### src/rtl/hazard_pkg.sv
// Shared types and constants for the pipeline hazard controller.
package hazard_pkg;

   typedef enum logic {RUN, LU_STALL} state_e;

   localparam int unsigned LU_CNT_W = 2;

   typedef struct packed {
      logic pc_write;
      logic if_id_write;
      logic bubble;
      logic flush;
      logic hold;
   } ctl_t;

   localparam ctl_t CTL_RUN = '{pc_write: 1'b1, if_id_write: 1'b1, bubble: 1'b0,
                                flush: 1'b0, hold: 1'b0};
   localparam ctl_t CTL_STALL = '{pc_write: 1'b0, if_id_write: 1'b0, bubble: 1'b1,
                                  flush: 1'b0, hold: 1'b0};
   localparam ctl_t CTL_FLUSH = '{pc_write: 1'b1, if_id_write: 1'b1, bubble: 1'b0,
                                  flush: 1'b1, hold: 1'b0};
   localparam ctl_t CTL_FREEZE = '{pc_write: 1'b0, if_id_write: 1'b0, bubble: 1'b0,
                                   flush: 1'b0, hold: 1'b1};

endpackage

### src/rtl/hazard_cmp.sv
// Load-use hit detection: compares the EX load destination against the ID sources.
module hazard_cmp
   import hazard_pkg::*;
#(
   parameter int unsigned REG_AW   = 5,
   parameter int unsigned ZERO_REG = 1
) (
   input  logic              ex_mem_read_i,
   input  logic [REG_AW-1:0] ex_rd_i,
   input  logic [REG_AW-1:0] id_rs_i,
   input  logic [REG_AW-1:0] id_rt_i,
   input  logic              id_use_rs_i,
   input  logic              id_use_rt_i,
   output logic              hit_o
);

   logic rs_match;
   logic rt_match;
   logic rd_is_zero;

   assign rs_match   = id_use_rs_i && (id_rs_i == ex_rd_i);
   assign rt_match   = id_use_rt_i && (id_rt_i == ex_rd_i);
   // A hardwired zero register can never carry a pending load result.
   assign rd_is_zero = (ZERO_REG != 0) && (ex_rd_i == '0);

   assign hit_o = ex_mem_read_i && (rs_match || rt_match) && !rd_is_zero;

endmodule

### src/rtl/hazard_ctrl_unit.sv
// Pipeline hazard controller: load-use bubbles, branch flush, memory-wait freeze,
// memory timeout watchdog and stall performance counter.
module hazard_ctrl_unit
   import hazard_pkg::*;
#(
   parameter int unsigned REG_AW      = 5,
   parameter int unsigned LU_BUBBLES  = 1,
   parameter int unsigned ZERO_REG    = 1,
   parameter int unsigned MEM_TIMEOUT = 64,
   parameter int unsigned PERF_W      = 16
) (
   input  logic              clk_i,
   input  logic              rst_i,
   input  logic              EX_MemRead_i,
   input  logic [REG_AW-1:0] EX_Rd_i,
   input  logic [REG_AW-1:0] ID_Rs_i,
   input  logic [REG_AW-1:0] ID_Rt_i,
   input  logic              ID_UseRs_i,
   input  logic              ID_UseRt_i,
   input  logic              ID_BranchTaken_i,
   input  logic              MEM_Req_i,
   input  logic              MEM_Ready_i,
   output logic              PCWrite_o,
   output logic              IF_IDWrite_o,
   output logic              ID_EX_Bubble_o,
   output logic              IF_ID_Flush_o,
   output logic              EX_MEM_Hold_o,
   output logic              err_o,
   output logic [PERF_W-1:0] stall_cnt_o
);

   localparam logic [7:0]          TimeoutVal = 8'(MEM_TIMEOUT);
   localparam logic [LU_CNT_W-1:0] BubInit    = LU_CNT_W'(LU_BUBBLES - 1);

   logic                hit;
   logic                mwait;
   ctl_t                ctl;
   state_e              state_q;
   logic [LU_CNT_W-1:0] bub_cnt_q;
   logic [7:0]          wait_cnt_q;
   logic                err_q;
   logic [PERF_W-1:0]   stall_cnt_q;

   hazard_cmp #(
      .REG_AW   (REG_AW),
      .ZERO_REG (ZERO_REG)
   ) u_cmp (
      .ex_mem_read_i (EX_MemRead_i),
      .ex_rd_i       (EX_Rd_i),
      .id_rs_i       (ID_Rs_i),
      .id_rt_i       (ID_Rt_i),
      .id_use_rs_i   (ID_UseRs_i),
      .id_use_rt_i   (ID_UseRt_i),
      .hit_o         (hit)
   );

   assign mwait = MEM_Req_i && !MEM_Ready_i;

   // Priority: reset > memory wait > load-use > branch.
   always_comb begin
      ctl = CTL_RUN;
      if (!rst_i) begin
         ctl = CTL_STALL;
      end else if (mwait) begin
         ctl = CTL_FREEZE;
      end else if ((state_q == LU_STALL) || hit) begin
         ctl = CTL_STALL;
      end else if (ID_BranchTaken_i) begin
         ctl = CTL_FLUSH;
      end
   end

   always_ff @(posedge clk_i) begin
      if (!rst_i) begin
         state_q     <= RUN;
         bub_cnt_q   <= '0;
         wait_cnt_q  <= '0;
         err_q       <= 1'b0;
         stall_cnt_q <= '0;
      end else begin
         if (!ctl.pc_write && (stall_cnt_q != '1)) begin
            stall_cnt_q <= stall_cnt_q + PERF_W'(1);
         end
         if (mwait) begin
            if (wait_cnt_q != TimeoutVal) begin
               wait_cnt_q <= wait_cnt_q + 8'd1;
            end
            if (wait_cnt_q >= TimeoutVal - 8'd1) begin
               err_q <= 1'b1;
            end
         end else begin
            wait_cnt_q <= '0;
            unique case (state_q)
               RUN: begin
                  if (hit && (LU_BUBBLES > 1)) begin
                     state_q   <= LU_STALL;
                     bub_cnt_q <= BubInit;
                  end
               end
               LU_STALL: begin
                  // The load has already left EX; only the counter tracks the stall.
                  bub_cnt_q <= bub_cnt_q - LU_CNT_W'(1);
                  if (bub_cnt_q == LU_CNT_W'(1)) begin
                     state_q <= RUN;
                  end
               end
               default: state_q <= RUN;
            endcase
         end
      end
   end

   assign PCWrite_o      = ctl.pc_write;
   assign IF_IDWrite_o   = ctl.if_id_write;
   assign ID_EX_Bubble_o = ctl.bubble;
   assign IF_ID_Flush_o  = ctl.flush;
   assign EX_MEM_Hold_o  = ctl.hold;
   assign err_o          = err_q;
   assign stall_cnt_o    = stall_cnt_q;

endmodule

### config.mk
export PLATFORM = sky130hd
export DESIGN_NAME = hazard_ctrl_unit
export DESIGN_NICKNAME = d
export VERILOG_FILES = /design/src/rtl/hazard_pkg.sv /design/src/rtl/hazard_cmp.sv /design/src/rtl/hazard_ctrl_unit.sv
export SDC_FILE = /design/constraint.sdc
export NUM_CORES = 1
export LEC_CHECK = 0
export ABC_AREA = 1
export CORE_MARGIN = 1
export CORE_UTILIZATION = 45
export DETAILED_ROUTE_END_ITERATION = 8
export PLACE_DENSITY = 0.78
export SLEW_MARGIN = 40
export SYNTH_ARGS = -nofsm -noshare
export SYNTH_HDL_FRONTEND = slang
export SYNTH_SLANG_ARGS = --single-unit
### constraint.sdc
create_clock -name clk_i -period 1.9 [get_ports clk_i]
set_input_delay 0.38 -clock clk_i [delete_from_list [all_inputs] [get_ports clk_i]]
set_output_delay 0.38 -clock clk_i [all_outputs]
set_load 0.05 [all_outputs]
* Yosys cells after proc, flatten, opt, wreduce, memory -nomap -nowiden *
Index checks and enable logic that the tools add are counted.

cells by class
  bitwise logic cells = 1
  mux-type cells = 6
  eq/ne operators = 5
  $add $sub $neg = 3
  order comparisons = 1
  reductions and logical operators = 15

operators by type and width
  cell                                                                count
  adder 16 x 1 -> 16 bit (second input constant)                      1
  != test 16 bit (second input constant)                              1
  two-way mux 5 bit                                                   3
  equality test 5 bit                                                 2
  adder 8 x 1 -> 8 bit (second input constant)                        1
  greater-or-equal comparator 8 x 6 -> 1 bit (second input constant)  1
  != test 8 x 7 -> 1 bit (second input constant)                      1
  logical AND 1 bit                                                   6
  AND reduction 2 bit                                                 3
  logical NOT 5 bit                                                   1
  logical NOT 1 bit                                                   3
  equality test 2 x 1 -> 1 bit (second input constant)                1
  logical OR 1 bit                                                    2
  two-way mux 1 bit                                                   2
  two-way mux 2 bit                                                   1
  subtractor 2 x 1 -> 2 bit (second input constant)                   1
  inverter 1 bit                                                      1

word-level totals
  register bits = 28
  bits of input ports = 23
  logic and storage cells = 36

* Logic depth before layout (Yosys ltp) *
  depth after elaboration = 11
  depth in mapped cells = 12

* By module *
Synthesis repeated with hierarchy kept, for this count alone.

unflattened totals
  cells, all modules = 279
  area, all modules = 1757.9 µm²

by module, submodules not included
  module            cells an instance  times used  seq. area each (µm²)  area an instance (µm²)
  hazard_ctrl_unit  226                1           560.5                 1546.5
  hazard_cmp        53                 1           0.0                   211.5

* Worst setup path before layout *
OpenSTA, ideal clock, no wires.

  kind = input to output
  start point = in MEM_Req_i
  end point = out ID_EX_Bubble_o
  path buffers = 0
  required time = 1520 ps
  stages on the path = 5
  arrival = 1856 ps
  slack = -336 ps
  cell sequence = inv_1 > nor2_1 > inv_1 > nor2_1 > a31oi_1

on the way
  longest elaborated chain between the ends = 3

ends and longest elaborated chain
  what               line                    source
  start, declared    hazard_ctrl_unit.sv:21  input logic MEM_Req_i,
  logical AND 1 bit  hazard_ctrl_unit.sv:57  assign mwait = MEM_Req_i && !MEM_Ready_i;
  two-way mux 5 bit  hazard_ctrl_unit.sv:64  end else if (mwait) begin
  two-way mux 5 bit  hazard_ctrl_unit.sv:62  if (!rst_i) begin
  end, declared      hazard_ctrl_unit.sv:25  output logic ID_EX_Bubble_o,

Every way passes these cells.

* Worst setup path in the final report *
  start point = reg stall_cnt_q[0], in the netlist stall_cnt_o[0]
  end point = out stall_cnt_o[0]

RTL lines
  what                    line                    source
  start, declared         hazard_ctrl_unit.sv:42  logic [PERF_W-1:0] stall_cnt_q;
  start signal, assigned  hazard_ctrl_unit.sv:82  stall_cnt_q <= stall_cnt_q + PERF_W'(1);
  end, declared           hazard_ctrl_unit.sv:29  output logic [PERF_W-1:0] stall_cnt_o

No word-level cell between the ends.

==> flow_summary.ini <==
[synthesis]
syn_inst = 273
async_flop_share_pct = 0
synth-main-ff-cell = dfxtp_1
synth_edf_count = 0
yosysWarnings = 0
synthTopCellsByCount = nand2_1, inv_1, nor2_1
synth-compound-area-share_pct = 9.84
synth_cell_types = 24
synth_top_area_share_pct = 33.1
muxShareOfSynthArea_pct = 0
synth.area.top_cells = dfxtp_1, nand2_1, inv_1
avgSynthCellArea_um2 = 6.20
synth-seq-cells = 28
synth_top_cell_by_area = dfxtp_1
synth_top_family_by_area = simple AND/OR/NAND/NOR gates
synth-simple-area-share_pct = 39.6
synth_area_um2 = 1690
synthAdderAreaFrac_pct = 2.96
synth_nets = 300
synth-xor-area-share_pct = 1.04
yosysSeqAreaShare_pct = 33.1
yosys.cell_count.top_type = nand2_1

[setup_path]
path_max_fanout = 5
critPathCaptureType = output port
worst-endpoint-arrival_ps = 1460
cpLargestDelayFamily = buffers and inverters
path_cells = clkdlybuf4s50_1
cpPeakStageDelay_ps = 800
rr_endpoint = stall_cnt_o[6]
critPathRequiredTime_ps = 1520
startpoint = stall_cnt_o[0]
cp.buffers_inverters = 1
worst_setup_path_start_kind = flip-flop
rr_worst_depth = 10
crit_slowest_cell = clkdlybuf4s50_1
crit_cells = 1
r2r-start = stall_cnt_o[0]
critPathKind = reg -> out
ff2ff_setup_slack_ps = 180
critical_path.endpoint = stall_cnt_o[0]

[timing]
fmax_mhz = 544
fin_crit_ps = 1840
fin_crit_sh_pct = 96.8
slew_violations = 0
rsz0062_at_grt = false
maxSlewHeadroom_pct = 67.1
finalHoldViolCount = 0
worst_slack_ps = 61.2
tightest_slew_ps = 492
setup_violations = 0
skew_ps = 5.11

[global_routing]
grt_max_degree = 32
grt_pass1_wl_mm = 6.29
antenna_found_initial = 0
grt_pass1_vias = 1563
met1_usage_pct = 22.0
gr-usage-met2_pct = 35.2
globalRouteMet3Util_pct = 3.62
grt_usage_pct = 19.0
busiest_layer = met2
overflow = 0

[clock_network]
clk_latency_ps = 280
clock_sinks = 28
clk_path_buf_depth = 2
ctsHoldBuffers = 0
numCtsBuffers = 3
h-tree-depth = 1
cts_tree = yes
clockRootBuffer = clkbuf_8
path_clk_slew_ps = 100

[route]
detail_route.iter0.violations = 97
first_pass_iters = 4
avgViaCountPerCell = 4.80
vias = 1766
wl_mm = 3.54
wl_per_cell_um = 9.61
antenna_left = 0
route.detailed.drc = 0

[worst_hold_path]
hold_class = in -> reg
worstHoldStart = MEM_Ready_i
holdPathStages = 4

[place]
place_area_um2 = 2210
pre_cts_ws_ps = -334
port_buffers = 44
hpwl_mm = 2.68
gp_congestion = 0.768

[floorplanning]
io-pin-count = 45
initial_utilization_pct = 48.8
die_w_um = 63.3
die_area_um2 = 4010
rows = 21
die_height_um = 63.3
core_area_um2 = 3470

[finish]
design_area_um2 = 2270
nNetsFinal = 350
drive_gt1_share_pct = 19.6
diodes = 0
areaGrowthSynthToFinish_pct = 34.0

[pwr]
ir_drop_mv = 0.328
p_leak_nw = 1.19
p_per_area_nw_per_um2 = 578

[run_status]
outcome = finished clean

[flow_run]
maxCapViolCount = 0
-- worst min path at each step --
| stage | to | slack, ps |
|---|---|---|
| floorplan | bub_cnt_q[0] | 430 |
| global placement | bub_cnt_q[0] | 450 |
| detailed placement | bub_cnt_q[0] | 450 |
| CTS | bub_cnt_q[0] | 470 |
| global route | state_q | 480 |
| finish | state_q | 470 |
-- registers in the layout, indices dropped and copies added (netlist names) --
signal / flops
bub_cnt_q: 2
wait_cnt_q: 8
state_q: 1
err_o: 1
stall_cnt_o: 16
-- kinds of logic (layout without fill, tap and decap cells) --
family,after synthesis,count (layout)
compound gates,32,32
buf+inv,54,103
fa+ha+maj,4,4
flops,28,28
xor+xnor,2,2
simple gates,153,153
-- per-stage QoR --
stage,setup TNS [ps],hold slack [ps],utilization [%],std cells,total power [mW]
after floorplan,-53.1,428,-,273,0.754
after global routing,0,476,65.4,368,1.37
after detailed placement,-5590,455,63.7,362,0.856
after global placement,-5270,448,63.7,362,0.853
after CTS,0,473,66.3,368,1.33
final,0,465,65.4,368,1.31
-- cell usage in the layout, fill, tap and decap left out, drive strengths merged, types with 2 or more instances in the layout --
| cell type | n |
|---|---|
| nor2 | 45 |
| clkdlybuf4s50 | 5 |
| dfxtp | 28 |
| nand4 | 6 |
| o21ai | 7 |
| nor3 | 4 |
| nand2 | 69 |
| dlymetal6s2s | 4 |
| ha | 4 |
| inv | 46 |
| nor3b | 2 |
| a21oi | 22 |
| clkbuf | 14 |
| dlygate4sd2 | 2 |
| nand3 | 24 |
| nand3b | 2 |
| buf | 29 |
-- routing by layer --
| metal | part of all wire, % | wire, µm |
|---|---|---|
| met5 | 0 | 0 |
| met4 | 1.1 | 38 |
| met3 | 3.5 | 124 |
| met2 | 49 | 1720 |
| met1 | 47 | 1650 |
-- area by class of cell --
| class | instances | area [µm²] |
|---|---|---|
| clock inverters | 1 | 30.0 |
| inverters | 47 | 183 |
| well taps | 46 | 57.6 |
| flip-flops and latches | 28 | 563 |
| repair buffers | 52 | 445 |
| fillers | 352 | 1200 |
| multi-input cells | 191 | 947 |
| clock buffers | 3 | 41.3 |
-- power by group --
| part | internal (mW) | total (mW) | switching, mW |
|---|---|---|---|
| Sequential | 0.595 | 0.603 | 0.00852 |
| Clock | 0.282 | 0.474 | 0.192 |
| Combinational | 0.0985 | 0.234 | 0.135 |
| Total | 0.976 | 1.31 | 0.335 |
-- worst register-to-register path: stages (launching register included) --
cell     delay, ps
dfxtp_2        370
ha_1           220
nand2_2         80
nor3_4         240
nand4_4        250
inv_1          160
nor2_1          60
nand2_1         90
nand2_1         60
nand2_1         60
nor2_1          40
-- what timing repair did --
item / CTS / global route
endpoints found under the setup margin: 5 / 11
endpoints found under the hold margin: 0 / 0
buffers inserted: 2 / 0
gates resized for setup: 34 / 31
pin swaps: 12 / 21
Note: power is estimated with default switching activity, not from simulation.
